## src/rtl/vc_fifo.sv

```systemverilog
// Multi-channel circular FIFO: VC_NUM virtual channels share one write and one read port,
// with per-channel occupancy, almost-full and overflow/underflow status.
module vc_fifo #(
   parameter int DATA_WIDTH       = 8,
   parameter int FIFO_DEPTH_WIDTH = 2,
   parameter int VC_NUM           = 2,
   parameter int VC_ID_WIDTH      = 1,
   parameter int REG_OUT          = 0,
   parameter int AF_THRESH        = 3,
   parameter int ID               = 0
) (
   input  logic                                     clk_i,
   input  logic                                     rst_ni,
   input  logic                                     wr_en_i,
   input  logic [VC_ID_WIDTH-1:0]                   wr_vc_i,
   input  logic [DATA_WIDTH-1:0]                    data_i,
   input  logic                                     rd_en_i,
   input  logic [VC_ID_WIDTH-1:0]                   rd_vc_i,
   output logic [DATA_WIDTH-1:0]                    data_o,
   output logic [VC_NUM-1:0]                        full_o,
   output logic [VC_NUM-1:0]                        empty_o,
   output logic [VC_NUM-1:0]                        almost_full_o,
   output logic [VC_NUM*(FIFO_DEPTH_WIDTH+1)-1:0]   count_o,
   output logic [VC_NUM-1:0]                        overflow_o,
   output logic [VC_NUM-1:0]                        underflow_o
);

   localparam int PW       = FIFO_DEPTH_WIDTH + 1;
   localparam int AW       = VC_ID_WIDTH + FIFO_DEPTH_WIDTH;
   localparam int MEM_SIZE = 1 << AW;

   logic [PW-1:0]         wr_ptr_q [VC_NUM];
   logic [PW-1:0]         rd_ptr_q [VC_NUM];
   logic [PW-1:0]         cnt      [VC_NUM];
   logic [DATA_WIDTH-1:0] mem_q    [MEM_SIZE];

   logic [VC_NUM-1:0]     wr_sel, rd_sel, wr_rej, rd_rej;
   logic [VC_NUM-1:0]     overflow_q, underflow_q;
   logic [PW-1:0]         wr_ptr_sel, rd_ptr_sel;
   logic                  rd_valid;
   logic [DATA_WIDTH-1:0] head;

   // Instance tag only; no hardware depends on it.
   if (ID < 0) begin : g_id_tag
   end

   // The extra wrap bit separates full (MSBs differ) from empty (pointers equal).
   always_comb begin
      // NOTE: every combinational output gets a default first so no latch is inferred.
      full_o        = '0;
      empty_o       = '0;
      almost_full_o = '0;
      count_o       = '0;
      for (int v = 0; v < VC_NUM; v++) begin
         cnt[v]              = wr_ptr_q[v] - rd_ptr_q[v];
         empty_o[v]          = (wr_ptr_q[v] == rd_ptr_q[v]);
         full_o[v]           = (wr_ptr_q[v][PW-1] != rd_ptr_q[v][PW-1]) &&
                               (wr_ptr_q[v][PW-2:0] == rd_ptr_q[v][PW-2:0]);
         almost_full_o[v]    = (cnt[v] >= PW'(AF_THRESH));
         count_o[v*PW +: PW] = cnt[v];
      end
   end

   // Read side; a selector with no matching channel leaves everything idle.
   always_comb begin
      rd_sel     = '0;
      rd_rej     = '0;
      rd_ptr_sel = '0;
      rd_valid   = 1'b0;
      for (int v = 0; v < VC_NUM; v++) begin
         if (rd_vc_i == VC_ID_WIDTH'(v)) begin
            rd_ptr_sel = rd_ptr_q[v];
            rd_valid   = !empty_o[v];
            if (rd_en_i) begin
               if (empty_o[v]) rd_rej[v] = 1'b1;
               else            rd_sel[v] = 1'b1;
            end
         end
      end
   end

   // A full channel still takes a write when the same cycle pops it.
   always_comb begin
      wr_sel     = '0;
      wr_rej     = '0;
      wr_ptr_sel = '0;
      for (int v = 0; v < VC_NUM; v++) begin
         if (wr_vc_i == VC_ID_WIDTH'(v)) begin
            wr_ptr_sel = wr_ptr_q[v];
            if (wr_en_i) begin
               if (!full_o[v] || rd_sel[v]) wr_sel[v] = 1'b1;
               else                         wr_rej[v] = 1'b1;
            end
         end
      end
   end

   assign head = mem_q[{rd_vc_i, rd_ptr_sel[FIFO_DEPTH_WIDTH-1:0]}];

   always_ff @(posedge clk_i or negedge rst_ni) begin
      if (!rst_ni) begin
         for (int v = 0; v < VC_NUM; v++) begin
            wr_ptr_q[v] <= '0;
            rd_ptr_q[v] <= '0;
         end
         overflow_q  <= '0;
         underflow_q <= '0;
      end else begin
         // NOTE: state registers use non-blocking assignments so all updates see pre-edge values.
         for (int v = 0; v < VC_NUM; v++) begin
            if (wr_sel[v]) wr_ptr_q[v] <= wr_ptr_q[v] + PW'(1);
            if (rd_sel[v]) rd_ptr_q[v] <= rd_ptr_q[v] + PW'(1);
         end
         overflow_q  <= wr_rej;
         underflow_q <= rd_rej;
      end
   end

   // NOTE: storage has no reset; cleared pointers make stale contents unreachable.
   always_ff @(posedge clk_i) begin
      if (|wr_sel) mem_q[{wr_vc_i, wr_ptr_sel[FIFO_DEPTH_WIDTH-1:0]}] <= data_i;
   end

   assign overflow_o  = overflow_q;
   assign underflow_o = underflow_q;

   if (REG_OUT != 0) begin : g_reg_out
      logic [DATA_WIDTH-1:0] data_q;
      always_ff @(posedge clk_i or negedge rst_ni) begin
         if (!rst_ni)     data_q <= '0;
         else if (|rd_sel) data_q <= head;
      end
      assign data_o = data_q;
   end else begin : g_fwft
      assign data_o = rd_valid ? head : '0;
   end

endmodule

```

## config.mk

```make
export PLATFORM = sky130hd
export DESIGN_NAME = vc_fifo
export DESIGN_NICKNAME = d
export VERILOG_FILES = /design/src/rtl/vc_fifo.sv
export SDC_FILE = /design/constraint.sdc
export NUM_CORES = 1
export LEC_CHECK = 0
export ABC_AREA = 1
export CAP_MARGIN = 15
export CORE_MARGIN = 8
export CORE_UTILIZATION = 44
export DETAILED_ROUTE_END_ITERATION = 10
export PLACE_DENSITY_LB_ADDON = 0.08
export SYNTH_ARGS = -nofsm -noshare
export SYNTH_HDL_FRONTEND = slang
export SYNTH_SLANG_ARGS = --single-unit
```

## constraint.sdc

```tcl
create_clock -name clk_i -period 2.95 [get_ports clk_i]
set_input_delay 0.4425 -clock clk_i [delete_from_list [all_inputs] [get_ports clk_i]]
set_output_delay 0.4425 -clock clk_i [all_outputs]
set_load 0.005 [all_outputs]
```

======== After elaboration in Yosys (flattened, before gate mapping) ========
Memories as Yosys holds them, arrays and structs flattened.
Cells that the tools add are included.
storage, ports and cells
  input port bits ......................... 14
  logic and storage cells ................. 60
  bits in writable memories ............... 64
  flip-flop bits (word level) ............. 16
  memories kept ........................... 1
memories
  name   depth  bits a word  read ports  clocked after Yosys merged registers in  wr ports  line  source
  mem_q  8      8            1           0                                        1         35    logic [DATA_WIDTH-1:0] mem_q [MEM_SIZE];
operators by class
  add/subtract/negate cells ............... 6
  reduce and logical (&&, ||, !) cells .... 9
  multiplexer cells ....................... 30
  eq/ne operators ......................... 6
  magnitude comparators ................... 2
operators with widths
  operator                                                           count
  two-way mux 1 bit                                                  27
  adder 3 x 1 -> 3 bit, second input constant                        4
  two-way mux 8 bit                                                  1
  equality test 3 bit                                                2
  greater-or-equal comparator 3 x 2 -> 1 bit, second input constant  2
  subtractor 3 bit                                                   2
  equality test 2 bit                                                2
  logical NOT 1 bit                                                  4
  two-way mux 2 bit                                                  2
  logical AND 1 bit                                                  2
  logical OR 1 bit                                                   2
  != test 1 bit                                                      2
  OR reduction 2 bit                                                 1

======== Depth between registers and ports, before layout ========
Gate-level depths: netlist (run 1).
  depth in word-level cells ............... 11
  gate-level depth with buffers ........... 12

======== Least setup slack after synthesis (run 1) ========
OpenSTA, ideal clock, no wires.
  kind .................................... in2reg
  from .................................... input rd_vc_i
  to ...................................... memory mem_q[0][0], enable pin
  slack ................................... 0.871 ns
  library setup time ...................... 0.383 ns
  arrival time ............................ 1.696 ns
  stages .................................. 7
  path through ............................ buf_6 -> inv_2 -> buf_4 -> nand2_2 -> nand4_1 -> nand3_2 -> nor3_1
between the ends
  word-level cells in the longest chain between the ends .. 8
RTL lines
  what                                       line  source
  start: declaration                         18    input logic [VC_ID_WIDTH-1:0] rd_vc_i,
  two-way mux 1 bit                          71    if (rd_vc_i == VC_ID_WIDTH'(v)) begin
  logical OR 1 bit                           91    if (!full_o[v] || rd_sel[v]) wr_sel[v] = 1'b1;
  two-way mux 1 bit                          91
  two-way mux 1 bit                          90    if (wr_en_i) begin
  two-way mux 1 bit                          88    if (wr_vc_i == VC_ID_WIDTH'(v)) begin
  OR reduction 2 bit *                       121   if (|wr_sel) mem_q[{wr_vc_i, wr_ptr_sel[FIFO_DEPTH_WIDTH-1:0]}] <= data_i;
  two-way mux 1 bit *                        121
  two-way mux 1 bit (not written as such) *  121
  end: declaration                           35
Mark *: on every way between the ends. The rest lies on a longest branch, timed or not.

======== Worst setup path after layout (run 1) ========
  from .................................... register wr_ptr_q[4] (netlist name)
  to ...................................... output data_o[3]
between the ends
  word-level cells in the longest chain between the ends .. 4
RTL lines
  what                              line  source
  start: declaration                32    logic [PW-1:0] wr_ptr_q [VC_NUM];
  start signal: indexed assignment  111   if (wr_sel[v]) wr_ptr_q[v] <= wr_ptr_q[v] + PW'(1);
  equality test 3 bit               56    empty_o[v] = (wr_ptr_q[v] == rd_ptr_q[v]);
  logical NOT 1 bit                 73    rd_valid = !empty_o[v];
  two-way mux 1 bit                 71
  two-way mux 8 bit                 135   assign data_o = rd_valid ? head : '0;
  end: declaration                  19    output logic [DATA_WIDTH-1:0] data_o,
No other way between the ends.

==> impl_results.md, run 1 <==
* Clk_skew at 0.00664 ns
* Critical Path End: data_o[3]
* Clock Pin Slew Worst Setup and Hold Paths at 0.08 ns
* Critical R2R Launch: rd_ptr_q[1]$_DFFE_PN0P_
* Outcome: completed
* Leakage power at roughly 1.9 nW
* Synth Register Bits at 80
* CP Data Required Time at 2.51 ns
* Ant. Diodes at 0
* Sequential cell area fraction in the yosys report at 62.0%
* Slew HR at 49.6%
* Final setup violation count at 0
* Buffer and inverter count on the worst path at 2
* Initial antenna violation count at 0
* GRT Util Overall at 15.3%
* Fin nets at between 400 and 500
* Die Height at 108 um
* Switching share of power at 36.0%
* Cts hold-fix bufs at 0
* Clock Power Share at 17.6%
* Die ar. at 11700 um^2
* Final cell count without fillers at approximately 530
* CP delay by family, top: buffers and inverters
* Vias/cell at 5.02
* Achievable Freq at 0.363 GHz
* Crit path from: wr_ptr_q[4]$_DFFE_PN0P_
* Switch Pwr at between 1.5 and 2 mW
* R2R Setup Slk at 1.02 ns
* Iter 0 DRT Violations at 99
* Final min period at 2.75 ns
* Peak fanout along the critical path at 7
* IO Count at 38
* PnR Total Power at roughly 4.4 mW
* Synth top area share at slightly above 50%
* Netlist cell types at 24
* Setup CP Type: reg2out
* Top cells by area, synth: edfxtp_1 51%, dfrtp_1 11%, nand2_1 10%, nand3_1 9.1%, inv_1 3.5%
* Largest net degree at the start of global routing at 29
* RSZ-0062 raised after global routing: false
* EDFF count, synth at between 60 and 70
* Grt total ovfl at 0
* Placed Cells at 508
* Asr flop ratio synth at around a fifth
* Syn Area/Cell at 10.3 um^2
* Worst Reg-to-Reg Cells at 8
* Die X at 108 um
* CTS Buf Count at 9
* Critical path arrival at 2.31 ns
* CTS tree: built
* Vias post-DR at around 2600
* Root Driver: clkbuf_8
* Startpoint Class: register
* Synth Cell Area at 3740 um^2
* Initial Util at 45.6%
* Post-DP HPWL at 5720 um
* Clk buf depth at 2
* Fillcell total at between 700 and 800
* Post-synth top flop: edfxtp_1
* Net count after synthesis at 386
* Part of the power in registers at 34.5%
* Port Buffer Count at 37
* Remaining antenna violation count at 0
* Rows at 33
* Most frequent cells in the layout: 99 x nand2_1, 66 x nand3_1, 64 x edfxtp_1, 36 x clkdlybuf4s50_1, 34 x inv_1
* Level count of the clock H-tree at 3
* Max_cap viols at 0
* R2R Path End: mem_q[7][7]$_DFFE_PP_
* Layout cells sized above 1 at 10.9%
* Peak per-stage delay on the critical path at approximately 0.52 ns
* Final period utilization at 93.3%
* Worst VDD drop at roughly 0.35 mV
* WL final at 8230 um
* Pint at 2.82 mW
* Vias in the first global route at approximately 2700
* Stages on worst setup path at 7
* CORE AREA at roughly 8200 um^2
* Placer Congestion at 0.832
* P&R area growth vs syn at 20.7%
* CP max stage cell: clkdlybuf4s50_1
* Hold WC Path Type: in2async
* Cells along the critical path: ha_1 -> nand3_2 -> nand2_1 -> nand2_1 -> inv_1 -> nor2_1 -> clkdlybuf4s50_1
* Slew Limit Fails at 0
* Worst-Skew Late Latency at approximately 0.35 ns
* Comb power frac at 47.9%
* Pwr/cell area at between 900 and 1000 nW/um^2
* Area leader, netlist: edfxtp_1
* Yosys warns at 0
* Wire per inst at around 16 um
* DRC Markers at 0
* Commonest non-fill, non-tap cell in the layout: nand2_1
* Clock Sinks at 80
* 1st-pass router iterations at 4
* Global-route wire length before repair at 13600 um
* Crit end category: output pin
* Slew @ Worst Pin at ~0.75 ns
* Post-Synthesis Cells at 362
* Setup tns final at 0 ns
* CP most frequent cell: nand2_1
* Final-report hold violation count at 0
[stage by stage]
stage,util [%],hold WS (ns),instance area [um^2],worst slack (ns)
after floorplan,-,0.147,3740,0.871
after global placement,52.4,0.519,4310,0.153
after detailed placement,52.4,0.535,4310,0.135
after CTS,54.6,0.549,4490,0.0447
after global routing,55.0,0.601,4520,0.0153
final,55.0,0.528,4520,0.199
[power groups by stage]
stage / clock network [mW] / logic (mW) / registers, mW
after CTS: 0.792 / 2.10 / 1.53
after global routing: 0.832 / 2.38 / 1.55
final: 0.774 / 2.11 / 1.52
after floorplan: 0 / 1.16 / 1.53
after global placement: 0 / 2.06 / 1.55
after detailed placement: 0 / 2.08 / 1.56
[synth_stat cells (all sizes together) (3+ instances only)]
library cell,number
nand2,106
nand3,69
edfxtp,64
inv,37
nor2,18
dfrtp,16
buf,14
ha,8
xor2,7
a21oi,5
o21ai,5
nor3,4
o211ai,3
[logic make-up after synthesis]
kind of cell / count (synthesis) / share of synthesized area [%]
compound gates: 13 / 2.14
simple gates: 200 / 23.2
buf+inv: 51 / 6.99
xor+xnor: 8 / 1.87
fa+ha+maj: 10 / 3.74
flops: 80 / 62.0
[routing by layer]
metal | GRT usage, % | vias to the layer above | wire length, um
met1 | 19.4 | 1237 | 3690
li1 | - | 1312 | -
met5 | 0 | - | 0
met3 | 2.91 | 14 | 603
met2 | 24.5 | 77 | 3740
met4 | 7.43 | 0 | 194
[worst min path at each step]
stage	slack [ns]	end	start
after global placement	0.52	wr_ptr_q[2]$_DFFE_PN0P_	wr_ptr_q[2]$_DFFE_PN0P_
after global routing	0.60	rd_ptr_q[5]$_DFFE_PN0P_	rst_ni
after CTS	0.55	rd_ptr_q[5]$_DFFE_PN0P_	rst_ni
after floorplan	0.15	overflow_o[0]$_DFF_PN0_	rst_ni
final	0.53	rd_ptr_q[5]$_DFFE_PN0P_	rst_ni
after detailed placement	0.53	wr_ptr_q[2]$_DFFE_PN0P_	wr_ptr_q[2]$_DFFE_PN0P_
[sequential cells by signal, indices dropped and copies added (netlist names)]
name         count
overflow_o       2
underflow_o      2
mem_q           64
rd_ptr_q         6
wr_ptr_q         6
[what timing repair did]
item | 4_1_cts | 5_1_grt
gates resized for setup | 0 | 5
hold endpoints to repair | 0 | 0
buffers inserted | 0 | 2
setup endpoints to repair | 0 | 7
[final cells by class]
| class | instances | area, um^2 | area share, % |
|---|---|---|---|
| Clock inverter | 4 | 45.0 | 0.997 |
| Sequential cell | 80 | 2320 | 51.4 |
| Clock buffer | 12 | 135 | 2.99 |
| Inverter | 37 | 139 | 3.07 |
| Tap cell | 105 | 131 | 2.91 |
| Multi-Input combinational cell | 231 | 1170 | 25.9 |
| Timing Repair Buffer | 57 | 573 | 12.7 |
(Power assumes the default switching activity.)
==> run 2, diff against run 1 <==
==> constraint.sdc (replaced) <==
create_clock -name clk_i -period 2.3 [get_ports clk_i]
set_input_delay 0.345 -clock clk_i [delete_from_list [all_inputs] [get_ports clk_i]]
set_output_delay 0.345 -clock clk_i [all_outputs]
set_load 0.005 [all_outputs]
==> run 2 against run 1 <==
Against the previous run:
- total power increased by 41%
- non-clock buffer count increased by 26
- sequential power increased by 28%
- flip-flop and latch count did not move
- critical path depth fell by 2
- critical path type unchanged
- largest cell class unchanged
- largest power group unchanged
==> impl_results.md, run 2 (synthesis gave the netlist of run 1 again) <==
* Layout cells sized above 1 at 20.4% (+9.4 points)
* Placer Congestion at 0.792 (-4.8%)
* 1st-pass router iterations at 4 (unchanged)
* Worst-Skew Late Latency at 0.35 ns (about the same)
* Slew @ Worst Pin at 0.754 ns (+0.000514 ns)
* Vias post-DR at 2742 (+3.9%)
* Clk_skew at 0.00636 ns (-0.000280 ns)
* Clock Sinks at 80 (unchanged)
* Wire per inst at 15.8 um (+0.80%)
* DP Area at 4460 um^2 (+3.6%)
* Max FFs per register at 64 (unchanged)
* Initial Util at 45.6% (unchanged)
* Outcome: completed
* Leakage power at 2.13 nW (+10%)
* Largest net degree at the start of global routing at 21 (-28%)
* Max_cap viols at 0 (unchanged)
* Initial antenna violation count at 0 (unchanged)
* Remaining antenna violation count at 0 (unchanged)
* Level count of the clock H-tree at 3 (unchanged)
* CP Data Required Time at 1.96 ns (-0.55 ns)
* Final cell count without fillers at 552 (+4.9%)
* CP max stage cell: clkdlybuf4s50_1
* Clk buf depth at 2 (unchanged)
* Pwr/cell area at 1270 nW/um^2 (+30%)
* Slew HR at 49.6% (about the same)
* Die Height at 108 um (unchanged)
* PnR worst setup slack at 0.0560 ns (-0.143 ns)
* P&R area growth vs syn at 30.8%
* Final setup violation count at 0 (unchanged)
* IO Count at 38 (unchanged)
* Die ar. at 11700 um^2 (unchanged)
* Design Area, Final at 4900 um^2 (+8.4%)
* GRT Util Overall at 15.2% (-0.031 points)
* Startpoint Class: register
* RSZ-0062 raised after global routing: true
* Achievable Freq at 0.446 GHz
* CTS Buf Count at 9 (unchanged)
* Crit end category: output pin
* Final min period at 2.24 ns
* Commonest non-fill, non-tap cell in the layout: nand2_1
* CORE AREA at 8220 um^2 (unchanged)
* Cells along the critical path: ha_4 -> nand3_1 -> buf_4 -> inv_1 -> clkdlybuf4s50_1
* DRC Markers at 0 (unchanged)
* Peak per-stage delay on the critical path at 0.49 ns (-0.03 ns)
* Final-report hold violation count at 0 (unchanged)
* Die X at 108 um (unchanged)
* Clock Pin Slew Worst Setup and Hold Paths at 0.09 ns (about the same)
* Setup CP Type: reg2out
* Placed Cells at 527 (+3.7%)
* CTS tree: built
* Vias/cell at 4.97 (-1.0%)
* Global-route wire length before repair at 13600 um (-0.10%)
* Peak fanout along the critical path at 4 (-3)
* Setup tns final at 0 ns (unchanged)
* Grt total ovfl at 0 (unchanged)
* Worst VDD drop at 0.630 mV (+78%)
* Rows at 33 (unchanged)
* Final period utilization at 97.6%
* Port Buffer Count at 37 (unchanged)
* Slew Limit Fails at 0 (unchanged)
* Critical path arrival at 1.90 ns (-0.41 ns)
* Vias in the first global route at 2658 (-1.4%)
* Pre-CTS WS at -0.357 ns (-0.493 ns)
* Root Driver: clkbuf_8
* Iter 0 DRT Violations at 167 (+69%)
* WL final at 8710 um (+5.8%)
* Post-DP HPWL at 5890 um (+3.0%)
* Ant. Diodes at 0 (unchanged)
* Hold WC Path Type: in2async
* Most frequent cells in the layout: 97 x nand2_1, 66 x nand3_1, 64 x edfxtp_1, 34 x buf_4, 31 x inv_1
* Fin nets at 466 (+5.9%)
run 2: stage by stage:
stage	total power [mW]	hold WS, ns	util [%]
3_3_place_gp	4.88	0.514	54.3
2_1_floorplan	3.45	0.0494	-
4_1_cts	6.07	0.462	58.1
6_report	6.20	0.433	59.6
3_5_place_dp	4.91	0.530	54.3
5_1_grt	6.69	0.495	59.6
run 2: routing by layer:
layer | up-vias | track usage, % | part of all wire (%)
met2 | 85 | 24.7 | 47
met5 | - | 0 | 0
met1 | 1274 | 19.5 | 44
met4 | 0 | 4.56 | 1.2
met3 | 9 | 4.05 | 7.8
li1 | 1374 | - | -
run 2: worst max-delay path, delay by kind of cell, from the launching register on:
family        cells  cell delay [ns]
flops             1             0.47
buf+inv           3             0.69
fa+ha+maj         1             0.29
simple gates      1             0.10
run 2: cell type report:
type | count | area, um^2
sequential | 80 | 2320
clock inverter | 7 | 103
multi-input combinational | 231 | 1240
tap | 105 | 131
timing repair buffer | 83 | 827
fill | 689 | 3320
inverter | 37 | 141
clock buffer | 9 | 124
run 2: worst paths after layout:
check                           slack (ns)  depth (start not counted)               startpoint                       to
max in group asynchronous             1.34                          1                   rst_ni  rd_ptr_q[0]$_DFFE_PN0P_
worst max register to register        0.39                          8  wr_ptr_q[1]$_DFFE_PN0P_    mem_q[5][4]$_DFFE_PP_
worst min-delay path                  0.43                          1                   rst_ni  wr_ptr_q[5]$_DFFE_PN0P_
worst max-delay path                  0.06                          5  rd_ptr_q[0]$_DFFE_PN0P_               empty_o[1]
min in group clk_i                    0.54                          2  wr_ptr_q[2]$_DFFE_PN0P_  wr_ptr_q[2]$_DFFE_PN0P_
worst min register to register        0.54                          2  wr_ptr_q[2]$_DFFE_PN0P_  wr_ptr_q[2]$_DFFE_PN0P_
run 2: repair_timing:
item / in CTS / in global routing
setup endpoints to repair: 15 / 13
hold endpoints to repair: 0 / 0
pin swaps: 0 / 6
gates resized for setup: 30 / 19
cloned: 0 / 3
hold buffers: 0 / 0
setup buffers: 5 / 1
run 2: where the power goes:
group          leakage [nW]  switching (mW)  internal, mW
clock                 0.104           0.545         0.622
sequential            0.776           0.123          1.81
combinational          1.25            1.56          1.54
